[src/rtl/sha_ctrl_pkg.sv]
// sha_ctrl_pkg: register map, control codes and FSM encoding for the SHA-256 stream controller
package sha_ctrl_pkg;
  localparam logic [7:0] ADDR_CTRL = 8'h08;
  localparam logic [7:0] ADDR_STATUS = 8'h09;
  localparam logic [7:0] ADDR_BLOCK0 = 8'h10;
  localparam logic [7:0] ADDR_DIGEST0 = 8'h20;
  localparam logic [31:0] CTRL_INIT = 32'h0000_0001;
  localparam logic [31:0] CTRL_NEXT = 32'h0000_0002;
  localparam int STATUS_READY_BIT = 0;
  localparam int STATUS_VALID_BIT = 1;
  localparam logic [31:0] PAD_MARK = 32'h8000_0000;
  typedef enum logic [2:0] {
    IDLE = 3'd0,
    LOAD = 3'd1,
    PAD = 3'd2,
    START = 3'd3,
    WAIT = 3'd4,
    POLL = 3'd5,
    READ = 3'd6,
    DONE = 3'd7
  } state_e;
  function automatic logic [63:0] bit_length(input logic [31:0] words);
    return {27'd0, words, 5'd0};
  endfunction
endpackage

[src/rtl/sha_stream_ctrl_if.sv]
// sha_stream_ctrl_if: register bus between the stream controller (master) and the sha256 core (slave)
interface sha_stream_ctrl_if;
  logic sha_cs;
  logic sha_we;
  logic [7:0] sha_address;
  logic [31:0] sha_write_data;
  logic [31:0] sha_read_data;
  logic sha_error;
  modport master(output sha_cs, sha_we, sha_address, sha_write_data, input sha_read_data, sha_error);
  modport slave(input sha_cs, sha_we, sha_address, sha_write_data, output sha_read_data, sha_error);
endinterface

[src/rtl/sha_pad_word.sv]
// sha_pad_word: padding word for a block slot, given where the message ended and whether this is the spill block
module sha_pad_word
  import sha_ctrl_pkg::*;
(
  input logic [3:0] slot,
  input logic [3:0] last_slot,
  input logic [31:0] word_count,
  input logic spill,
  output logic [31:0] word
);
  logic [63:0] len;
  logic has_len;
  logic mark;
  assign len = bit_length(word_count);
  // the length only fits in the message's own block when it ended before slot 13
  assign has_len = spill || last_slot < 4'd13;
  assign mark = spill ? slot == 4'd0 && last_slot == 4'd15 : slot == last_slot + 4'd1;
  assign word = slot == 4'd14 && has_len ? len[63:32] :
                slot == 4'd15 && has_len ? len[31:0] :
                mark ? PAD_MARK : 32'd0;
endmodule

[src/rtl/sha_stream_ctrl.sv]
// sha_stream_ctrl: streams message words into a sha256 register-bus core, pads, runs blocks and reads the digest
module sha_stream_ctrl
  import sha_ctrl_pkg::*;
#(
  parameter int POLL_TIMEOUT = 1024
) (
  input logic clk,
  input logic reset_n,
  input logic in_valid,
  input logic [31:0] in_data,
  input logic in_last,
  output logic in_ready,
  output logic [255:0] digest,
  output logic digest_valid,
  output logic busy,
  output logic error,
  sha_stream_ctrl_if.master sha
);
  state_e state;
  logic [3:0] slot, last_slot;
  logic [31:0] word_count, polls, pad;
  logic first, msg_end, spill, accept, final_blk;
  assign in_ready = reset_n && (state == IDLE || state == LOAD);
  assign accept = in_valid && in_ready;
  assign final_blk = msg_end && (spill || last_slot < 4'd13);
  assign busy = state != IDLE && state != DONE;
  assign digest_valid = state == DONE;
  sha_pad_word u_pad (.slot, .last_slot, .word_count, .spill, .word(pad));
  always_comb begin
    sha.sha_cs = 1'b0;
    sha.sha_we = 1'b0;
    sha.sha_address = 8'd0;
    sha.sha_write_data = 32'd0;
    case (state)
      IDLE, LOAD: begin
        sha.sha_cs = accept;
        sha.sha_we = accept;
        sha.sha_address = accept ? ADDR_BLOCK0 + {4'd0, slot} : 8'd0;
        sha.sha_write_data = accept ? in_data : 32'd0;
      end
      PAD: begin
        sha.sha_cs = 1'b1;
        sha.sha_we = 1'b1;
        sha.sha_address = ADDR_BLOCK0 + {4'd0, slot};
        sha.sha_write_data = pad;
      end
      START: begin
        sha.sha_cs = 1'b1;
        sha.sha_we = 1'b1;
        sha.sha_address = ADDR_CTRL;
        sha.sha_write_data = first ? CTRL_INIT : CTRL_NEXT;
      end
      POLL: begin
        sha.sha_cs = 1'b1;
        sha.sha_address = ADDR_STATUS;
      end
      READ: begin
        sha.sha_cs = 1'b1;
        sha.sha_address = ADDR_DIGEST0 + {4'd0, slot};
      end
      default: ;
    endcase
  end
  always_ff @(posedge clk or negedge reset_n)
    if (!reset_n) begin
      state <= IDLE;
      slot <= '0;
      last_slot <= '0;
      word_count <= '0;
      polls <= '0;
      first <= 1'b0;
      msg_end <= 1'b0;
      spill <= 1'b0;
      error <= 1'b0;
      digest <= '0;
    end else if (sha.sha_cs && sha.sha_error) begin
      state <= IDLE;
      slot <= '0;
      error <= 1'b1;
    end else
      case (state)
        IDLE, LOAD: if (accept) begin
          if (state == IDLE) begin
            first <= 1'b1;
            spill <= 1'b0;
            error <= 1'b0;
          end
          word_count <= state == IDLE ? 32'd1 : word_count + 32'd1;
          msg_end <= in_last;
          last_slot <= slot;
          slot <= slot + 4'd1;
          state <= slot == 4'd15 ? START : in_last ? PAD : LOAD;
        end
        PAD: begin
          slot <= slot + 4'd1;
          if (slot == 4'd15) state <= START;
        end
        START: begin
          first <= 1'b0;
          polls <= '0;
          state <= WAIT;
        end
        WAIT: state <= POLL;
        POLL: if (sha.sha_read_data[STATUS_READY_BIT]) begin
          spill <= msg_end && !final_blk;
          state <= !msg_end ? LOAD : final_blk ? READ : PAD;
        end else if (polls == 32'(POLL_TIMEOUT - 1)) begin
          error <= 1'b1;
          state <= IDLE;
        end else polls <= polls + 32'd1;
        // words arrive 0..7, so shifting in leaves word 0 at the top
        READ: begin
          digest <= {digest[223:0], sha.sha_read_data};
          slot <= slot + 4'd1;
          if (slot == 4'd7) begin
            slot <= '0;
            state <= DONE;
          end
        end
        DONE: state <= IDLE;
      endcase
endmodule

[src/flat_wrapper.sv]
// flat-port wrapper written by rule: the top's interface ports become plain ports
module sha_stream_ctrl_flat import sha_ctrl_pkg::*;
#(
  parameter int POLL_TIMEOUT = 1024
)
  (clk, reset_n, in_valid, in_data, in_last, in_ready, digest, digest_valid, busy, error, sha_sha_cs, sha_sha_we, sha_sha_address, sha_sha_write_data, sha_sha_read_data, sha_sha_error);
  sha_stream_ctrl_if sha_i ();
  input logic clk;
  input logic reset_n;
  input logic in_valid;
  input logic [31:0] in_data;
  input logic in_last;
  output logic in_ready;
  output logic [255:0] digest;
  output logic digest_valid;
  output logic busy;
  output logic error;
  output wire logic [$bits(sha_i.sha_cs)-1:0] sha_sha_cs;
  output wire logic [$bits(sha_i.sha_we)-1:0] sha_sha_we;
  output wire logic [$bits(sha_i.sha_address)-1:0] sha_sha_address;
  output wire logic [$bits(sha_i.sha_write_data)-1:0] sha_sha_write_data;
  input wire logic [$bits(sha_i.sha_read_data)-1:0] sha_sha_read_data;
  input wire logic [$bits(sha_i.sha_error)-1:0] sha_sha_error;
  assign sha_sha_cs = sha_i.sha_cs;
  assign sha_sha_we = sha_i.sha_we;
  assign sha_sha_address = sha_i.sha_address;
  assign sha_sha_write_data = sha_i.sha_write_data;
  assign sha_i.sha_read_data = sha_sha_read_data;
  assign sha_i.sha_error = sha_sha_error;
  sha_stream_ctrl #(.POLL_TIMEOUT(POLL_TIMEOUT)) u_core (.clk(clk), .reset_n(reset_n), .in_valid(in_valid), .in_data(in_data), .in_last(in_last), .in_ready(in_ready), .digest(digest), .digest_valid(digest_valid), .busy(busy), .error(error), .sha(sha_i));
endmodule
[config.mk]
export PLATFORM = sky130hd
export DESIGN_NAME = sha_stream_ctrl_flat
export DESIGN_NICKNAME = d
export VERILOG_FILES = /design/src/rtl/sha_ctrl_pkg.sv /design/src/rtl/sha_stream_ctrl_if.sv /design/src/rtl/sha_pad_word.sv /design/src/rtl/sha_stream_ctrl.sv /design/src/flat_wrapper.sv
export SDC_FILE = /design/constraint.sdc
export NUM_CORES = 1
export LEC_CHECK = 0
export BUFFER_PORTS_ARGS = -buffer_cell sky130_fd_sc_hd__buf_4
export CAP_MARGIN = 20
export CORE_AREA = 2 2 228 118
export DETAILED_ROUTE_END_ITERATION = 8
export DIE_AREA = 0 0 230 120
export HOLD_SLACK_MARGIN = 0.05
export PLACE_DENSITY = 0.95
export SYNTH_ARGS = -nofsm -noshare
export SYNTH_HDL_FRONTEND = slang
export SYNTH_SLANG_ARGS = --single-unit
[constraint.sdc]
create_clock -name clk -period 5.07 [get_ports clk]
set_input_delay 1.014 -clock clk [delete_from_list [all_inputs] [get_ports clk]]
set_output_delay 1.014 -clock clk [all_outputs]
set_load 0.02 [all_outputs]
==> flow_summary.ini, run 1 <==
[timing]
slew_headroom = 0.2765
timing.fmax_ghz = 0.2387
tightest_slew_ps = 1084
rsz0062_at_grt = false
period_needed_ps = 4189
hold_ws_ps = 292.8
tns_ps = 0
period_share = 0.8261
setup_viol = 0
final-hold-violation-count = 0
slew_violations = 0
finClkSkew_ps = 24.19

[synthesis]
yosysWarnings = 0
synth-simple-area-share = 0.09652
ys_ff_latch = 335
seq_area_frac_synth = 0.5837
syn_avg_cell_area_sq_um = 12.90
synth.distinct_cells = 57
synth_compound_area_frac = 0.06429
synth_top_area_frac = 0.5837
async_reset_ff_frac = 1.000
synth_top_flop_cell = dfrtp_1
syn-cell-area_sq_mm = 0.01436
synth_fa_ha_area_frac = 0.006098
synth_xor_area_frac = 0.01829
synth_top_area_cell = dfrtp_1
synth_edf_count = 0
synth_top_family_by_area = multiplexers
synthCells = 1113
muxShareOfSynthArea = 0.2068
synthTopCellsByArea = dfrtp_1 58%, mux2_2 21%, a22o_1 1.9%

[hold_path]
hold_path_class = primary input to asynchronous set/reset pin

[die]
std_cell_rows = 42
core-area_sq_mm = 0.02575
num_io_pins = 371
die_area_sq_mm = 0.02760
die_y_um = 120
start_util = 0.5578
die_x_um = 230

[clock_tree]
tritoncts = built
clk_pin_slew_worst_paths_ps = 70
holdBufCountCts = 0
cts-root-buf = clkbuf_16
numCtsBuffers = 29
worstSkewPairLatency_ps = 560
cts_max_level = 1
clockBufferDepth = 3
post_cts_buffers = 0
ctsResizeCount = 0
clock_sinks = 335

[routing]
wl_per_cell_um = 21.21
drt-pass1-iter-count = 5
num_vias = 10777
drcViolationCount = 0
wirelength_um = 38990
ant_nets = 0
drt-initial-drc-count = 1065
via_per_inst = 5.863

[placement]
detailed_place_hpwl_um = 27320
portBuffers = 368
place_area_sq_mm = 0.01744
routabilityCongestion = 0.9263
place_inst = 1784

[global_route]
overflow = 0
grt_pass1_wl_um = 60170
antenna_found_initial = 1
grt_pass1_vias = 10634
grt_usage = 0.2747
grt_start_max_net_pins = 183

[worst_setup_path]
required_ps = 4060
crit_arrival_ps = 3170
critPathKind = flip-flop to primary output
worst_setup_path_end_kind = primary output
cp_max_fo = 26
startpoint_type = flip-flop

[layout]
stdcell_count = 1838
final_nets = 1540
post-route-util = 0.7143
drive_gt1_frac = 0.4714
design_area_sq_mm = 0.01839
n_fill_cell = 1657
area_growth_pct = 28.07

[power]
leakage_uw = 0.009332
powerDensity_mw_per_mm2 = 335.3
peakVddDrop_uv = 279.6

[run_status]
status = completed

[run]
max_cap_viol_count = 0
-- report_power, final --
| group | switching (uW) | internal, uW | total (uW) |
|---|---|---|---|
| Sequential | 184 | 2800 | 2990 |
| Combinational | 553 | 426 | 979 |
| Clock | 995 | 1210 | 2200 |
| Total | 1730 | 4430 | 6170 |
-- metrics by stage --
step	total power, uW	setup slack, ps
after global placement	3953	1686
after global routing	6412	735.3
after CTS	6196	941.8
final	6167	881.5
after detailed placement	3997	1604
after floorplan	3540	1993
-- critical path: stages (launching register included) --
cell and delay (ps):
dfrtp_1 820, nand2b_1 180, nor2_1 180, and4b_1 940
a22o_1 310, buf_4 170
-- path summary, 6_finish.rpt --
check	slack, ps	endpoint	cells after the start	from
max in group asynchronous	2950	u_core.digest[154]$_DFFE_PN0P_	3	reset_n
max reg2reg	2330	u_core.digest[153]$_DFFE_PN0P_	4	u_core.state[1]$_DFFE_PN0P_
min	290	u_core.word_count[1]$_DFFE_PN0P_	1	reset_n
min in group clk	510	u_core.digest[252]$_DFFE_PN0P_	1	u_core.digest[252]$_DFFE_PN0P_
min reg2reg	510	u_core.digest[252]$_DFFE_PN0P_	1	u_core.digest[252]$_DFFE_PN0P_
max	880	sha_sha_write_data[27]	5	u_core.state[1]$_DFFE_PN0P_
-- layer usage --
layer / up-vias / GRT usage / part of all wire
li1: 4746 / - / -
met1: 5387 / 0.3633 / 0.40
met2: 545 / 0.4435 / 0.48
met3: 99 / 0.06416 / 0.084
met4: 0 / 0.1081 / 0.039
met5: - / 0 / 0
-- synthesized netlist by cell type (5+ instances only) --
master    count
dfrtp_1     335
mux2_2      262
nor2_1       52
a21oi_1      43
o21ai_0      43
nand3_1      38
nand2_1      37
or3_1        35
clkbuf_1     32
a22o_1       31
buf_2        27
nand4_1      26
xor2_1       22
inv_1        16
nor3_1       12
and3_1        8
nand2b_1      8
nor4_1        8
xnor2_1       8
ha_1          7
o31ai_1       6
and2_1        5
nor3b_1       5
or4_1         5
-- final cells by class --
class                   instances  area, sq um  share of cell area
flip-flops and latches        335         8383              0.4558
multi-input cells             700         5659              0.3077
repair buffers                382         2920              0.1588
clock buffers                  40        797.0             0.04333
well taps                     352        440.4             0.02394
clock inverters                12        131.4            0.007142
inverters                      16        60.06            0.003265
diodes                          1        2.502           0.0001360
-- layout by cell type, fill, tap and decap left out, types with 16 or more instances in the layout --
| master | count |
|---|---|
| nand3_1 | 38 |
| xor2_1 | 22 |
| buf_4 | 378 |
| nand2_1 | 37 |
| mux2_2 | 262 |
| a21oi_1 | 43 |
| dfrtp_1 | 335 |
| clkbuf_16 | 29 |
| nand4_1 | 26 |
| nor2_1 | 50 |
| a22o_1 | 31 |
| inv_1 | 16 |
| o21ai_0 | 43 |
| or3_1 | 35 |
-- sequential cells by signal, indices dropped and copies added (netlist names) --
name	cells
u_core.digest	256
u_core.polls	32
u_core.word_count	32
u_core.last_slot	4
u_core.slot	4
u_core.state	3
u_core.error	1
u_core.first	1
u_core.msg_end	1
u_core.spill	1
-- kinds of logic (layout without fill, tap and decap cells) --
logic type | after synthesis | in the layout
flops | 335 | 335
mux | 264 | 264
simple gates | 255 | 255
compound gates | 142 | 142
buf+inv | 79 | 450
xor+xnor | 30 | 30
fa+ha+maj | 7 | 7
other cells | 1 | 3
Note: power is estimated with default switching activity, not from simulation.
==> run 2: changes to the inputs <==
--- a/config.mk
+++ b/config.mk
@@ -7,11 +7,11 @@
 export LEC_CHECK = 0
 export BUFFER_PORTS_ARGS = -buffer_cell sky130_fd_sc_hd__buf_4
 export CAP_MARGIN = 20
-export CORE_AREA = 2 2 228 118
+export CORE_AREA = 2 2 236 122
 export DETAILED_ROUTE_END_ITERATION = 8
-export DIE_AREA = 0 0 230 120
+export DIE_AREA = 0 0 238 124
 export HOLD_SLACK_MARGIN = 0.05
-export PLACE_DENSITY = 0.95
+export PLACE_DENSITY = 0.9
 export SYNTH_ARGS = -nofsm -noshare
 export SYNTH_HDL_FRONTEND = slang
 export SYNTH_SLANG_ARGS = --single-unit
==> constraint.sdc (replaced) <==
create_clock -name clk -period 4.2 [get_ports clk]
set_input_delay 0.84 -clock clk [delete_from_list [all_inputs] [get_ports clk]]
set_output_delay 0.84 -clock clk [all_outputs]
set_load 0.02 [all_outputs]
==> run 2 against run 1 <==
Against the previous run:
- total power increased by 27%
- critical path type unchanged
- critical path depth increased by 3
- die area increased by 6.9%
- highest routed layer unchanged
- register-to-register slack got worse by 990 ps
==> flow_summary.ini, run 2 (same netlist as run 1, synthesis figures left out) <==
[routing]
wl_met2_um = 19530
wl_met1_um = 16400
via_per_inst = 5.797
drcViolationCount = 0
wl_met3_um = 3081
wirelength_um = 40180
wl_per_cell_um = 21.72
drt-pass1-iter-count = 6
drt-initial-drc-count = 1004
ant_nets = 0
num_vias = 10725
routed.top_layer = met4

[die]
num_io_pins = 371
core-area_sq_mm = 0.02733
die_y_um = 124
start_util = 0.5255
die_area_sq_mm = 0.02951
die_x_um = 238
std_cell_rows = 43

[layout]
largest-register = u_core.digest
drive_gt1_frac = 0.4788
largest_register_ffs = 256
design_area_sq_mm = 0.01857
final_nets = 1543
area_growth_pct = 29.28
layout_commonest_cell = buf_4
layout_common_cells = 382 x buf_4, 335 x dfrtp_1, 262 x mux2_2, 50 x nor2_1
largestRegisters = u_core.digest (256), u_core.polls (32), u_core.word_count (32)

[placement]
portBuffers = 368
place_area_sq_mm = 0.01748
detailed_place_hpwl_um = 27760
routabilityCongestion = 0.9480

[worst_setup_path]
cpMostUsedCell = buf_4
required_ps = 3360
crit_arrival_ps = 2940
startpoint_type = flip-flop
path_cells = inv_1, ha_1, nand4bb_1, and3_1, and4b_1, buf_4, a22o_1, buf_4
critPathKind = flip-flop to primary output
cp_max_fo = 17
crit_family = simple AND/OR/NAND/NOR gates
crit_slowest_cell = and4b_1
slowest_delay_ps = 600
worst_setup_path_end_kind = primary output
path_buf_inv = 3

[clock_tree]
cts_max_level = 1
clk_pin_slew_worst_paths_ps = 80
clockBufferDepth = 3
tritoncts = built
holdBufCountCts = 0
ctsResizeCount = 0
numCtsBuffers = 29
worstSkewPairLatency_ps = 560
cts-root-buf = clkbuf_16
post_cts_buffers = 0
clock_sinks = 335

[run]
max_cap_viol_count = 0

[timing]
finClkSkew_ps = 22.09
hold_ws_ps = 107.7
slew_headroom = 0.2546
rsz0062_at_grt = false
period_share = 0.9004
final-hold-violation-count = 0
slew_violations = 0
tns_ps = 0
tightest_slew_ps = 1118
period_needed_ps = 3782
setup_viol = 0
timing.fmax_ghz = 0.2644

[power]
leakage_uw = 0.009414
power_frac_clock = 0.387
switching_share = 0.2791
power.net_switching_uw = 2193
comb_power_share = 0.155
peakVddDrop_uv = 287.9
powerDensity_mw_per_mm2 = 423.2
intPower_uw = 5665
total_power_uw = 7858
seqPwrFrac = 0.457

[global_route]
grt_pass1_vias = 10486
grt_start_max_net_pins = 197
antenna_found_initial = 1
grt_usage = 0.2649
grt_pass1_wl_um = 60820
overflow = 0

[hold_path]
hold_path_class = primary input to asynchronous set/reset pin

[run_status]
status = completed
[run 2: path summary, 6_finish.rpt]
path	to	slack, ps	cells past startpoint	start
max reg2reg	u_core.digest[78]$_DFFE_PN0P_	1340	4	u_core.state[2]$_DFFE_PN0P_
min	u_core.polls[27]$_DFFE_PN0P_	110	1	reset_n
min in group clk	u_core.digest[248]$_DFFE_PN0P_	510	1	u_core.digest[248]$_DFFE_PN0P_
max in group asynchronous	u_core.digest[14]$_DFFE_PN0P_	2030	3	reset_n
max	sha_sha_write_data[19]	420	8	u_core.last_slot[0]$_DFFE_PN0P_
min reg2reg	u_core.digest[248]$_DFFE_PN0P_	510	1	u_core.digest[248]$_DFFE_PN0P_
[run 2: metal layers]
metal,GRT usage,vias up
li1,-,4738
met1,0.3551,5413
met2,0.4371,484
met3,0.06028,90
met4,0.08086,0
met5,0,-
[run 2: power by group through the flow]
stage	clock network [uW]	logic, uW	registers [uW]
after floorplan	0	597	3680
after CTS	3080	1210	3580
final	3040	1220	3600
after detailed placement	0	1200	3640
after global placement	0	1170	3620
after global routing	3210	1310	3610
[run 2: cell type report]
type / instances / area, sq um
diodes: 1 / 2.502
clock buffers: 32 / 767.0
clock inverters: 21 / 316.6
fillers: 1828 / 8763
inverters: 16 / 60.06
multi-input cells: 700 / 5665
flip-flops and latches: 335 / 8383
well taps: 360 / 450.4
repair buffers: 385 / 2923
[run 2: stage by stage]
step / cells / util / setup slack, ps
after floorplan: 1114 / - / 1429
after global placement: 1796 / 0.6396 / 1223
after detailed placement: 1796 / 0.6396 / 1146
after CTS: 1849 / 0.6793 / 513.5
after global routing: 1849 / 0.6793 / 353.7
final: 1850 / 0.6794 / 418.2
==> run 3: changes to the inputs <==
--- a/config.mk
+++ b/config.mk
@@ -5,13 +5,15 @@
 export SDC_FILE = /design/constraint.sdc
 export NUM_CORES = 1
 export LEC_CHECK = 0
+export ABC_AREA = 1
 export BUFFER_PORTS_ARGS = -buffer_cell sky130_fd_sc_hd__buf_4
 export CAP_MARGIN = 20
-export CORE_AREA = 2 2 236 122
+export CORE_AREA = 2 2 245 126
 export DETAILED_ROUTE_END_ITERATION = 8
-export DIE_AREA = 0 0 238 124
+export DIE_AREA = 0 0 247 128
 export HOLD_SLACK_MARGIN = 0.05
-export PLACE_DENSITY = 0.9
+export MAX_ROUTING_LAYER = met4
+export PLACE_DENSITY = 0.91
 export SYNTH_ARGS = -nofsm -noshare
 export SYNTH_HDL_FRONTEND = slang
 export SYNTH_SLANG_ARGS = --single-unit
==> run 3 against run 2 <==
Against the previous run:
- critical endpoint is now sha_sha_address[0]
- first-iteration DRC count is 100% higher
- synthesized cell count is 83% higher
- worst setup slack better by 210 ps
- total power is 58% higher
- count of clock-buffer cells in the layout is 6 higher
- clock power is 11% lower
- combinational power grew to 3.9 times the previous value
==> flow_summary.ini, run 3 <==
[worst_setup_path]
crit_arrival_ps = 2730
worst_setup_path_end_kind = primary output
cp_max_fo = 17
required_ps = 3360
r2r_setup_slack_ps = 1080
startpoint_type = flip-flop
r2r_end = u_core.digest[24]$_DFFE_PN0P_
timing.rr.start = u_core.state[1]$_DFFE_PN0P_
r2r_cells = 8
critPathKind = flip-flop to primary output

[power]
seqPwrFrac = 0.399
peakVddDrop_uv = 440.5
powerDensity_mw_per_mm2 = 629.8
power_frac_clock = 0.217
leakage_uw = 0.01057
power.net_switching_uw = 5229
comb_power_share = 0.384
intPower_uw = 7197
switching_share = 0.4208

[routing]
via_per_inst = 5.617
num_vias = 15588
drt-pass1-iter-count = 6
drcViolationCount = 0
wl_per_cell_um = 19.38
drt-initial-drc-count = 2013
ant_nets = 0
wirelength_um = 53770

[timing]
setup_viol = 0
final-hold-violation-count = 0
finClkSkew_ps = 18.46
tightest_slew_ps = 919.4
period_needed_ps = 3573
slew_violations = 0
rsz0062_at_grt = false
timing.fmax_ghz = 0.2799
period_share = 0.8507
slew_headroom = 0.3871
tns_ps = 0

[global_route]
grt_usage = 0.3445
grt_pass1_vias = 13798
antenna_found_initial = 2
overflow = 0
grt_pass1_wl_um = 81170
grt_start_max_net_pins = 156

[layout]
stdcell_count = 2775
largest-register = u_core.digest
layout_commonest_cell = nand2_1
layout_common_cells = 749 x nand2_1, 378 x buf_4, 335 x dfrtp_1, 267 x nand3_1, 195 x nor2_1
drive_gt1_frac = 0.1879
largestRegisters = u_core.digest (256), u_core.polls (32), u_core.word_count (32)
area_growth_pct = 24.96
final_nets = 2432
design_area_sq_mm = 0.01973
largest_register_ffs = 256
n_fill_cell = 2412

[die]
std_cell_rows = 45
die_x_um = 247
die_y_um = 128
core-area_sq_mm = 0.02967
num_io_pins = 371
die_area_sq_mm = 0.03162
start_util = 0.5321

[synthesis]
seq_area_frac_synth = 0.5310
synth_top_area_cell = dfrtp_1
synthTopCellsByArea = dfrtp_1 53%, nand2_1 18%, nand3_1 8.5%
yosysWarnings = 0
synth_commonest_cells = 749 x nand2_1, 335 x dfrtp_1, 267 x nand3_1
post-synth-top-count-cell = nand2_1
synth_top_flop_cell = dfrtp_1
synthCells = 2040
syn_avg_cell_area_sq_um = 7.739
synth.distinct_cells = 37
async_reset_ff_frac = 1.000
synth_top_area_frac = 0.5310
syn-cell-area_sq_mm = 0.01579
ys_ff_latch = 335
synth_edf_count = 0

[clock_tree]
holdBufCountCts = 0
clock_sinks = 335
post_cts_buffers = 0
numCtsBuffers = 29
clockBufferDepth = 3
clk_pin_slew_worst_paths_ps = 70
tritoncts = built
cts_max_level = 1
worstSkewPairLatency_ps = 580
cts-root-buf = clkbuf_16
ctsResizeCount = 0

[placement]
place_area_sq_mm = 0.01874
detailed_place_hpwl_um = 39430
portBuffers = 368
place_inst = 2722
routabilityCongestion = 1.028

[run_status]
status = completed

[hold_path]
hold_path_class = primary input to asynchronous set/reset pin

[run]
max_cap_viol_count = 0
## run 3: kinds of logic after synthesis
group	synth area share
other cells	0.0002375
flops	0.5310
compound gates	0.05722
simple gates	0.3298
buf+inv	0.06681
xor+xnor	0.009431
fa+ha+maj	0.005547
## run 3: layout make-up
| class | count | area [sq um] | share of cell area |
|---|---|---|---|
| Antenna cell | 2 | 5.005 | 0.0002537 |
| Clock buffer | 38 | 829.5 | 0.04205 |
| Clock inverter | 11 | 101.3 | 0.005137 |
| Inverter | 143 | 541.8 | 0.02746 |
| Multi-Input combinational cell | 1462 | 6381 | 0.3234 |
| Sequential cell | 335 | 8383 | 0.4249 |
| Tap cell | 399 | 499.2 | 0.02530 |
| Timing Repair Buffer | 385 | 2988 | 0.1514 |
## run 3: worst max-delay path by stage
stage	startpoint	to	slack [ps]	cells after the start
detailed placement	reset_n	sha_sha_address[0]	860	6
global placement	reset_n	sha_sha_address[0]	950	6
finish	u_core.state[1]$_DFFE_PN0P_	sha_sha_address[0]	630	6
floorplan	u_core.last_slot[0]$_DFFE_PN0P_	sha_sha_write_data[11]	1460	8
global route	u_core.state[2]$_DFFE_PN0P_	sha_sha_address[0]	430	6
CTS	u_core.state[2]$_DFFE_PN0P_	sha_sha_address[0]	650	6
## run 3: power by group through the flow
stage | Sequential (uW) | Combinational, uW | Clock (uW)
floorplan | 5550 | 1890 | 0
global placement | 4920 | 4600 | 0
detailed placement | 4970 | 4720 | 0
CTS | 4930 | 4740 | 2710
global route | 5040 | 5140 | 2860
finish | 4960 | 4770 | 2700
## run 3: critical path, stage by stage (launching register included)
cell,delay (ps)
dfrtp_1,520
nor2_4,110
nand3_4,130
clkinv_1,460
nor2_1,480
o21ai_0,230
buf_4,230
## run 3: routing by layer
layer	track usage	part of all wire	vias to the layer above	wire, um
met2	0.4418	0.41	897	22010
met3	0.1084	0.12	119	6383
li1	-	-	7121	-
met5	-	0	-	0
met4	0.08965	0.027	0	1472
met1	0.5188	0.44	7451	23910
## run 3: metrics by stage
step | hold slack (ps) | utilization | setup WS (ps) | total power [uW]
finish | 84.60 | 0.6649 | 627.0 | 12430
global route | 69.35 | 0.6649 | 427.9 | 13030
CTS | 67.37 | 0.6629 | 651.5 | 12380
detailed placement | 461.2 | 0.6315 | 862.9 | 9686
global placement | 454.9 | 0.6315 | 950.4 | 9514
floorplan | 471.8 | - | 1461 | 7447
